===== src/rtl/mips_pkg.sv =====
// Shared definitions for the processor's arbitration blocks: output-stage
// state names, arbitration mode encodings and a clog2 helper.
package mips_pkg;

  localparam int ARB_FIXED = 0;
  localparam int ARB_RR    = 1;

  typedef enum logic {
    ST_EMPTY = 1'b0,
    ST_FULL  = 1'b1
  } out_state_t;

  // Index width for n items, never less than one bit.
  function automatic int clog2_min1(input int n);
    int r;
    r = 1;
    for (int i = 1; i < 32; i++) begin
      if ((1 << i) < n) r = i + 1;
    end
    return r;
  endfunction

endpackage


===== src/rtl/arb_mux_n_if.sv =====
// Handshake bundle between the requesting channels, the arbitrated mux and
// its downstream consumer.
interface arb_mux_n_if import mips_pkg::*; #(
  parameter int WIDTH = 32,
  parameter int N_CH  = 4
) ();
  localparam int CH_W = clog2_min1(N_CH);

  logic [N_CH-1:0]       i_valid;
  logic [N_CH*WIDTH-1:0] i_data;
  logic [N_CH-1:0]       o_ready;
  logic                  o_valid;
  logic [WIDTH-1:0]      o_data;
  logic [CH_W-1:0]       o_ch;
  logic                  i_ready;

  modport slave (
    input  i_valid, i_data, i_ready,
    output o_ready, o_valid, o_data, o_ch
  );

  modport master (
    output i_valid, i_data, i_ready,
    input  o_ready, o_valid, o_data, o_ch
  );
endinterface


===== src/rtl/rr_prio_pick.sv =====
// Rotating priority encoder: grants the first request at or above ptr,
// wrapping past the top channel back to channel 0.
module rr_prio_pick import mips_pkg::*; #(
  parameter  int N_CH = 4,
  localparam int CH_W = clog2_min1(N_CH)
) (
  input  logic [N_CH-1:0] req,
  input  logic [CH_W-1:0] ptr,
  output logic [N_CH-1:0] gnt,
  output logic [CH_W-1:0] gnt_idx,
  output logic            any
);

  logic [2*N_CH-1:0] req2;
  logic [2*N_CH-1:0] masked;
  logic              hit;
  int                pos;

  // The upper copy of the request vector stands in for the wrap-around, so
  // a plain lowest-set-bit scan above ptr covers the rotation.
  always_comb begin
    req2   = {req, req};
    masked = '0;
    hit    = 1'b0;
    pos    = 0;
    for (int i = 0; i < 2*N_CH; i++) begin
      masked[i] = req2[i] && (i >= int'(ptr));
    end
    for (int i = 2*N_CH-1; i >= 0; i--) begin
      if (masked[i]) begin
        hit = 1'b1;
        pos = i;
      end
    end
    gnt_idx = (pos >= N_CH) ? CH_W'(pos - N_CH) : CH_W'(pos);
    gnt     = '0;
    if (hit) gnt[gnt_idx] = 1'b1;
    any     = hit;
  end

endmodule


===== src/rtl/arb_mux_n.sv =====
// N-input arbitrated multiplexer: picks one requesting channel per cycle
// (round-robin or fixed priority) and registers its word with the source index.
module arb_mux_n import mips_pkg::*; #(
  parameter int WIDTH   = 32,
  parameter int N_CH    = 4,
  parameter int RR_MODE = ARB_RR
) (
  input  logic        i_clk,
  input  logic        i_rst,
  arb_mux_n_if.slave  bus
);

  localparam int CH_W = clog2_min1(N_CH);

  out_state_t       state_q;
  out_state_t       state_d;
  logic [CH_W-1:0]  ptr_q;
  logic [CH_W-1:0]  gnt_idx;
  logic [N_CH-1:0]  gnt;
  logic             any;
  logic             can_load;
  logic             xfer;
  logic [WIDTH-1:0] data_q;
  logic [WIDTH-1:0] sel_data;
  logic [CH_W-1:0]  ch_q;

  rr_prio_pick #(.N_CH(N_CH)) u_pick (
    .req     (bus.i_valid),
    .ptr     (ptr_q),
    .gnt     (gnt),
    .gnt_idx (gnt_idx),
    .any     (any)
  );

  // Reset blocks acceptance so a held request is never lost to a wiped register.
  assign can_load    = (state_q == ST_EMPTY) || bus.i_ready;
  assign xfer        = any && can_load && !i_rst;
  assign bus.o_ready = xfer ? gnt : '0;

  always_comb begin
    sel_data = '0;
    for (int k = 0; k < N_CH; k++) begin
      if (gnt_idx == CH_W'(k)) sel_data = bus.i_data[k*WIDTH +: WIDTH];
    end
  end

  always_ff @(posedge i_clk) begin
    if (i_rst) state_q <= ST_EMPTY;
    else       state_q <= state_d;
  end

  always_comb begin
    state_d = state_q;
    if (xfer)                                     state_d = ST_FULL;
    else if (state_q == ST_FULL && bus.i_ready)   state_d = ST_EMPTY;
  end

  always_comb begin
    bus.o_valid = (state_q == ST_FULL);
    bus.o_data  = data_q;
    bus.o_ch    = ch_q;
  end

  // In fixed-priority mode the pointer never leaves 0, so channel 0 always
  // heads the scan.
  always_ff @(posedge i_clk) begin
    if (i_rst) begin
      data_q <= '0;
      ch_q   <= '0;
      ptr_q  <= '0;
    end else if (xfer) begin
      data_q <= sel_data;
      ch_q   <= gnt_idx;
      if (RR_MODE == ARB_RR) begin
        ptr_q <= (gnt_idx == CH_W'(N_CH-1)) ? '0 : gnt_idx + CH_W'(1);
      end
    end
  end

endmodule


===== src/flat_wrapper.sv =====
// flat-port wrapper written by rule: the top's interface ports become plain ports
module arb_mux_n_flat import mips_pkg::*;
#(
  parameter int WIDTH   = 32,
  parameter int N_CH    = 4,
  parameter int RR_MODE = ARB_RR
)
  (i_clk, i_rst, bus_i_valid, bus_i_data, bus_i_ready, bus_o_ready, bus_o_valid, bus_o_data, bus_o_ch);
  arb_mux_n_if #(.WIDTH(WIDTH), .N_CH(N_CH)) bus_i ();
  input  logic i_clk;
  input  logic i_rst;
  input wire logic [$bits(bus_i.i_valid)-1:0] bus_i_valid;
  input wire logic [$bits(bus_i.i_data)-1:0] bus_i_data;
  input wire logic [$bits(bus_i.i_ready)-1:0] bus_i_ready;
  output wire logic [$bits(bus_i.o_ready)-1:0] bus_o_ready;
  output wire logic [$bits(bus_i.o_valid)-1:0] bus_o_valid;
  output wire logic [$bits(bus_i.o_data)-1:0] bus_o_data;
  output wire logic [$bits(bus_i.o_ch)-1:0] bus_o_ch;
  assign bus_i.i_valid = bus_i_valid;
  assign bus_i.i_data = bus_i_data;
  assign bus_i.i_ready = bus_i_ready;
  assign bus_o_ready = bus_i.o_ready;
  assign bus_o_valid = bus_i.o_valid;
  assign bus_o_data = bus_i.o_data;
  assign bus_o_ch = bus_i.o_ch;
  arb_mux_n #(.WIDTH(WIDTH), .N_CH(N_CH), .RR_MODE(RR_MODE)) u_core (.i_clk(i_clk), .i_rst(i_rst), .bus(bus_i));
endmodule

===== config.mk =====
export PLATFORM = sky130hd
export DESIGN_NAME = arb_mux_n_flat
export DESIGN_NICKNAME = d
export VERILOG_FILES = /design/src/rtl/mips_pkg.sv /design/src/rtl/arb_mux_n_if.sv /design/src/rtl/rr_prio_pick.sv /design/src/rtl/arb_mux_n.sv /design/src/flat_wrapper.sv
export SDC_FILE = /design/constraint.sdc
export NUM_CORES = 1
export LEC_CHECK = 0
export CAP_MARGIN = 0
export CORE_MARGIN = 4
export CORE_UTILIZATION = 50
export CTS_BUF_LIST = sky130_fd_sc_hd__clkbuf_4 sky130_fd_sc_hd__clkbuf_8
export DETAILED_ROUTE_END_ITERATION = 16
export GPL_ROUTABILITY_DRIVEN = 0
export MAX_ROUTING_LAYER = met4
export PLACE_DENSITY = 0.92
export RECOVER_POWER = 100
export SYNTH_ARGS = -nofsm -noshare
export SYNTH_HDL_FRONTEND = slang
export SYNTH_HIERARCHICAL = 1
export SYNTH_SLANG_ARGS = --single-unit

===== constraint.sdc =====
create_clock -name i_clk -period 8.9 [get_ports i_clk]
set_input_delay 1.78 -clock i_clk [delete_from_list [all_inputs] [get_ports i_clk]]
set_output_delay 1.78 -clock i_clk [all_outputs]
set_load 0.02 [all_outputs]

=== Word level (Yosys, flattened, before mapping) ===
Cells that the tools add are included.

* Register bits after elaboration: 97
* Bits of input ports: 135

* Bitwise logic cells: 1
* Add/sub/neg operators: 2
* Muxes and demuxes: 28
* Equality and inequality tests: 3
* Reduce and logical (&&, ||, !) cells: 16
* Magnitude comparators: 11

{| class="wikitable"
|+ Operator list
! cell !! count
|-
| $mux 32 || 13
|-
| $ge 4x32->1 const A || 4
|-
| $eq 32x2->1 const B || 2
|-
| $ge 3x32->1 const A || 2
|-
| $add 32x1->32 const B || 1
|-
| $eq 32x1->1 const B || 1
|-
| $ge 1x32->1 const A || 1
|-
| $ge 2x32->1 const A || 1
|-
| $ge 32x1->1 const B || 1
|-
| $ge 32x4->1 const B || 1
|-
| $logic_not 32->1 || 1
|-
| $lt 32x3->1 const B || 1
|-
| $sub 32x4->32 const B || 1
|-
| $logic_and 1x1->1 || 12
|-
| $mux 1 || 11
|-
| $mux 4 || 2
|-
| $mux 3 || 1
|-
| $demux 1 s2 || 1
|-
| $reduce_bool 2->1 || 1
|-
| $logic_not 1->1 || 1
|-
| $logic_or 1x1->1 || 1
|-
| $not 1->1 || 1
|}

=== Depth between registers and ports, before layout ===
* Depth after elaboration: 18
* Gate-level depth with buffers: 16
* Depth with buffers taken out: 13

=== Modules after synthesis ===
The synthesis kept the hierarchy.

{| class="wikitable"
|+ Modules (own cells, without submodules)
! module !! area an instance (µm²) !! cells an instance !! times used
|-
| arb_mux_n || 4913.5 || 671 || 1
|-
| rr_prio_pick || 693.2 || 93 || 1
|}

=== Least setup slack after synthesis ===
No wires, ideal clock.

* Path type: input-to-reg
* Start point: input bus_i_valid[1]
* End point: register u_core.ptr_q[27]
* Slack: 3.888 ns
* Stages on the path: 14
* Buffers on the path: 3
* Arrival time: 4.893 ns
* Data required time: 8.781 ns
* Path through: nor2b_1 o21ai_0 nand2_1 a2bb2oi_2 and3_1 ha_1 buf_4 clkbuf_1 nand4_1 or4_1 buf_6 nor4_2 xnor2_1 o21ai_1

{| class="wikitable"
|+ RTL lines
! item !! line !! RTL
|-
| start: declaration || flat_wrapper.sv:12 || <nowiki>input wire logic [$bits(bus_i.i_valid)-1:0] bus_i_valid;</nowiki>
|-
| $logic_and 1x1->1 || rr_prio_pick.sv:27 || <nowiki>masked[i] = req2[i] && (i >= int'(ptr));</nowiki>
|-
| $mux 1 (4 in a row) || rr_prio_pick.sv:30 || <nowiki>if (masked[i]) begin</nowiki>
|-
| $mux 1 (*) (2 in a row) || rr_prio_pick.sv:30 ||
|-
| net u_core.any || arb_mux_n.sv:20 || <nowiki>logic any;</nowiki>
|-
| $logic_and 1x1->1 (*) (2 in a row) || arb_mux_n.sv:37 || <nowiki>assign xfer = any && can_load && !i_rst;</nowiki>
|-
| end signal: assignment || arb_mux_n.sv:75 || <nowiki>ptr_q <= (gnt_idx == CH_W'(N_CH-1)) ? '0 : gnt_idx + CH_W'(1);</nowiki>
|-
| end: declaration || arb_mux_n.sv:17 || <nowiki>logic [CH_W-1:0] ptr_q;</nowiki>
|}

Mark *: on every way through the listed nets, which the timed path passes. The rest lies on a longest branch.
A chain may end at the register's enable or synchronous reset.

=== Final worst setup path ===
* Start point: input bus_i_valid[1]
* End point: output bus_o_ready[1]

{| class="wikitable"
|+ RTL lines
! item !! line !! RTL
|-
| $logic_and 1x1->1 || rr_prio_pick.sv:27 ||
|-
| $mux 1 (4 in a row) || rr_prio_pick.sv:30 ||
|-
| $mux 1 (*) (2 in a row) || rr_prio_pick.sv:30 ||
|-
| net u_core.any || arb_mux_n.sv:20 ||
|-
| $logic_and 1x1->1 (2 in a row) || arb_mux_n.sv:37 ||
|-
| $mux 4 (*) || arb_mux_n.sv:38 || <nowiki>assign bus.o_ready = xfer ? gnt : '0;</nowiki>
|-
| end: declaration || flat_wrapper.sv:15 || <nowiki>output wire logic [$bits(bus_i.o_ready)-1:0] bus_o_ready;</nowiki>
|}

Marks and branches as above.

==> run summary <==
TritonCTS clock tree: done
Worst-margin pin slew: 1.50 ns
Worst-path clk slew: 0.09 ns
Wire length per cell: 16.1 µm
Setup fix buffers added after clock tree synthesis: 0
Clock latency on the worst-skew pair: 0.37 ns
Worst Hold Class: reg2reg
First DRT Iteration DRCs: 514
Initial antenna violation count: 0
Layout cells sized above 1: 4.86%
RSZ-0062 raised after global routing: false
Initial core utilization: 51.5%
Overflow after GRT: 0
Non-filler cells, final: 1045
H-tree levels: 3
Slew headroom: 0.263%
Post-route minimum period: 6.78 ns
Dpl cells: 1029
Seq cells post-synth: 97
# nets final: 1040
Core area: 10900 µm²
Final wirelength: 16.8 mm
Critical Path End Type: output port
Root Driver: clkbuf_8
DRC viols: 0
Sink Count: 97
Critical Path RT: 7.12 ns
Final Util: 69.7%
Via density: 5.47
Final setup viols: 0
Final count of hold timing violations: 0
Syn nets: 904
HPWL after detailed placement: 12.0 mm
Post-Synthesis Cells: 764
Antenna cell count: 0
Synth unique cells: 48
CTS Buf Count: 9
Port Buffers: 203
Vias in the first global route: 5194
Layout area overhead: 35.4%
Fmax: 0.148 GHz
Fillcell total: 873
DRT antenna net count: 0
Pin count of the biggest net entering global routing: 112
Critical path startpoint category: primary input
Drt first pass iters: 6
Die Height: 114 µm
Max_cap viols: 1
Final period utilization: 76.1%
Outcome: finished, violations left
First-pass GRT wire length: 25.8 mm
Worst Path Max Fanout: 51
Die footprint: 13000 µm²
Fin Setup TNS: 0 ns
Row count: 38
CTS Hold Bufs: 0
Syn Area/Cell: 7.34 µm²
Failing checks: max-capacitance violations
Total number of vias: 5712
Crit Path Category: in2out
Gr usage total: 25.5%
CTS max path bufs: 2
Synth warnings: 6
Clk_skew: 0.0203 ns
CTS resizes: 0
Synthesized cell area: 5610 µm²
CP arrival: 5.00 ns
Die W: 114 µm
Sequential area share after synthesis: 34.6%
Top Ports: 204
Max-slew violation count: 0
-- layout by cell type, fill, tap and decap left out, types with 12 or more instances in the layout --
master and instances:
nand2b_1 15, nand3_1 25, nor4_1 15, xor2_1 13, o211ai_1 19, nand2_1 174
nand3b_1 21, o21ai_1 12, dlygate4sd3_1 70, inv_1 14, o21ai_0 52, xnor2_1 17
a21oi_1 117, nor2_1 16, dfxtp_1 97, clkdlybuf4s50_1 133
-- cell usage after synthesis (all sizes together) --
cell     count  area, µm²
o41ai        2       25.0
nor2        18       70.1
and2         2       12.5
nor2b        2       12.5
nand2b      15       93.8
buf         37        259
or4          2       15.0
ha           5       62.6
a21oi      117        586
a21o         1       7.51
dfxtp       97       1940
and4         3       26.3
a211oi       2       15.0
and3         5       31.3
nand4b       1       8.76
nand3b      21        158
xor2        13        114
o41a         1       11.3
nand3       25        125
o211ai      19        143
inv         16       60.1
a21boi       2       15.0
nand4       13        109
or2          4       25.0
o21ai       65        329
nor4        22        272
a22oi        2       15.0
clkbuf      48        180
nor3        10       50.1
or3          1       6.26
a2bb2oi      1       15.0
a221o        1       11.3
xnor2       17        149
nand2      174        653
-- worst max-delay path, cell delays in order --
cell and delay, ns:
dlygate4sd3_1 0.65, nor2b_1 0.07, o21ai_0 0.26, nand2_1 0.11, a2bb2oi_1 0.34, and2_2 0.87, and3_1 0.26, dlygate4sd3_1 0.67
-- cell families (layout without fill, tap and decap cells) --
group / after synthesis / in the layout / synth area share [%]
adders and majority gates: 5 / 5 / 1.12
xor gates and xnor gates: 30 / 30 / 4.69
DFF: 97 / 97 / 34.6
AOI/OAI and AO/OA: 213 / 213 / 20.9
buffers and inverters: 101 / 242 / 8.90
and+or+nand+nor: 318 / 318 / 29.7
-- area by class of cell --
type                            instances  area [µm²]  area share, %
Clock buffer                            9         124           1.63
Clock inverter                          7        85.1           1.12
Inverter                               16        60.1          0.791
Multi-Input combinational cell        566        3120           41.2
Sequential cell                        97        1940           25.6
Tap cell                              140         175           2.31
Timing Repair Buffer                  210        2080           27.4
-- routing by layer --
metal  wire length, µm  part of all wire, %  global-route usage, %
met5                 0                    0                      -
met4               452                  2.7                   8.31
met3              1010                  6.0                   5.52
met2              7970                   48                   41.0
met1              7340                   44                   32.0
-- flip-flops by register name, summed over array words and instances (netlist names) --
name,count
u_core/bus.o_ch,32
u_core/bus.o_data,32
u_core/ptr_q,32
u_core/bus.o_valid,1
-- per-stage QoR --
stage,hold slack [ns],area (µm²),setup slack (ns)
3_3_place_gp,0.436,7460,2.49
2_1_floorplan,0.425,5610,3.89
6_report,0.457,7590,2.12
3_5_place_dp,0.442,7460,2.35
4_1_cts,0.459,7670,2.39
5_1_grt,0.477,7590,1.84
-- path summary, 6_finish.rpt --
check / start / end / slack (ns) / cells past startpoint
worst min register to register: u_core/bus.o_ch[5] / u_core/bus.o_ch[5] / 0.46 / 2
worst min-delay path: u_core/bus.o_ch[5] / u_core/bus.o_ch[5] / 0.46 / 2
worst max-delay path: bus_i_valid[1] / bus_o_ready[1] / 2.12 / 8
worst max register to register: u_core/ptr_q[31] / u_core/ptr_q[20] / 3.53 / 12
Power is not shown: default switching activity piles up to over one toggle a cycle in this logic, so the estimate is an artifact.
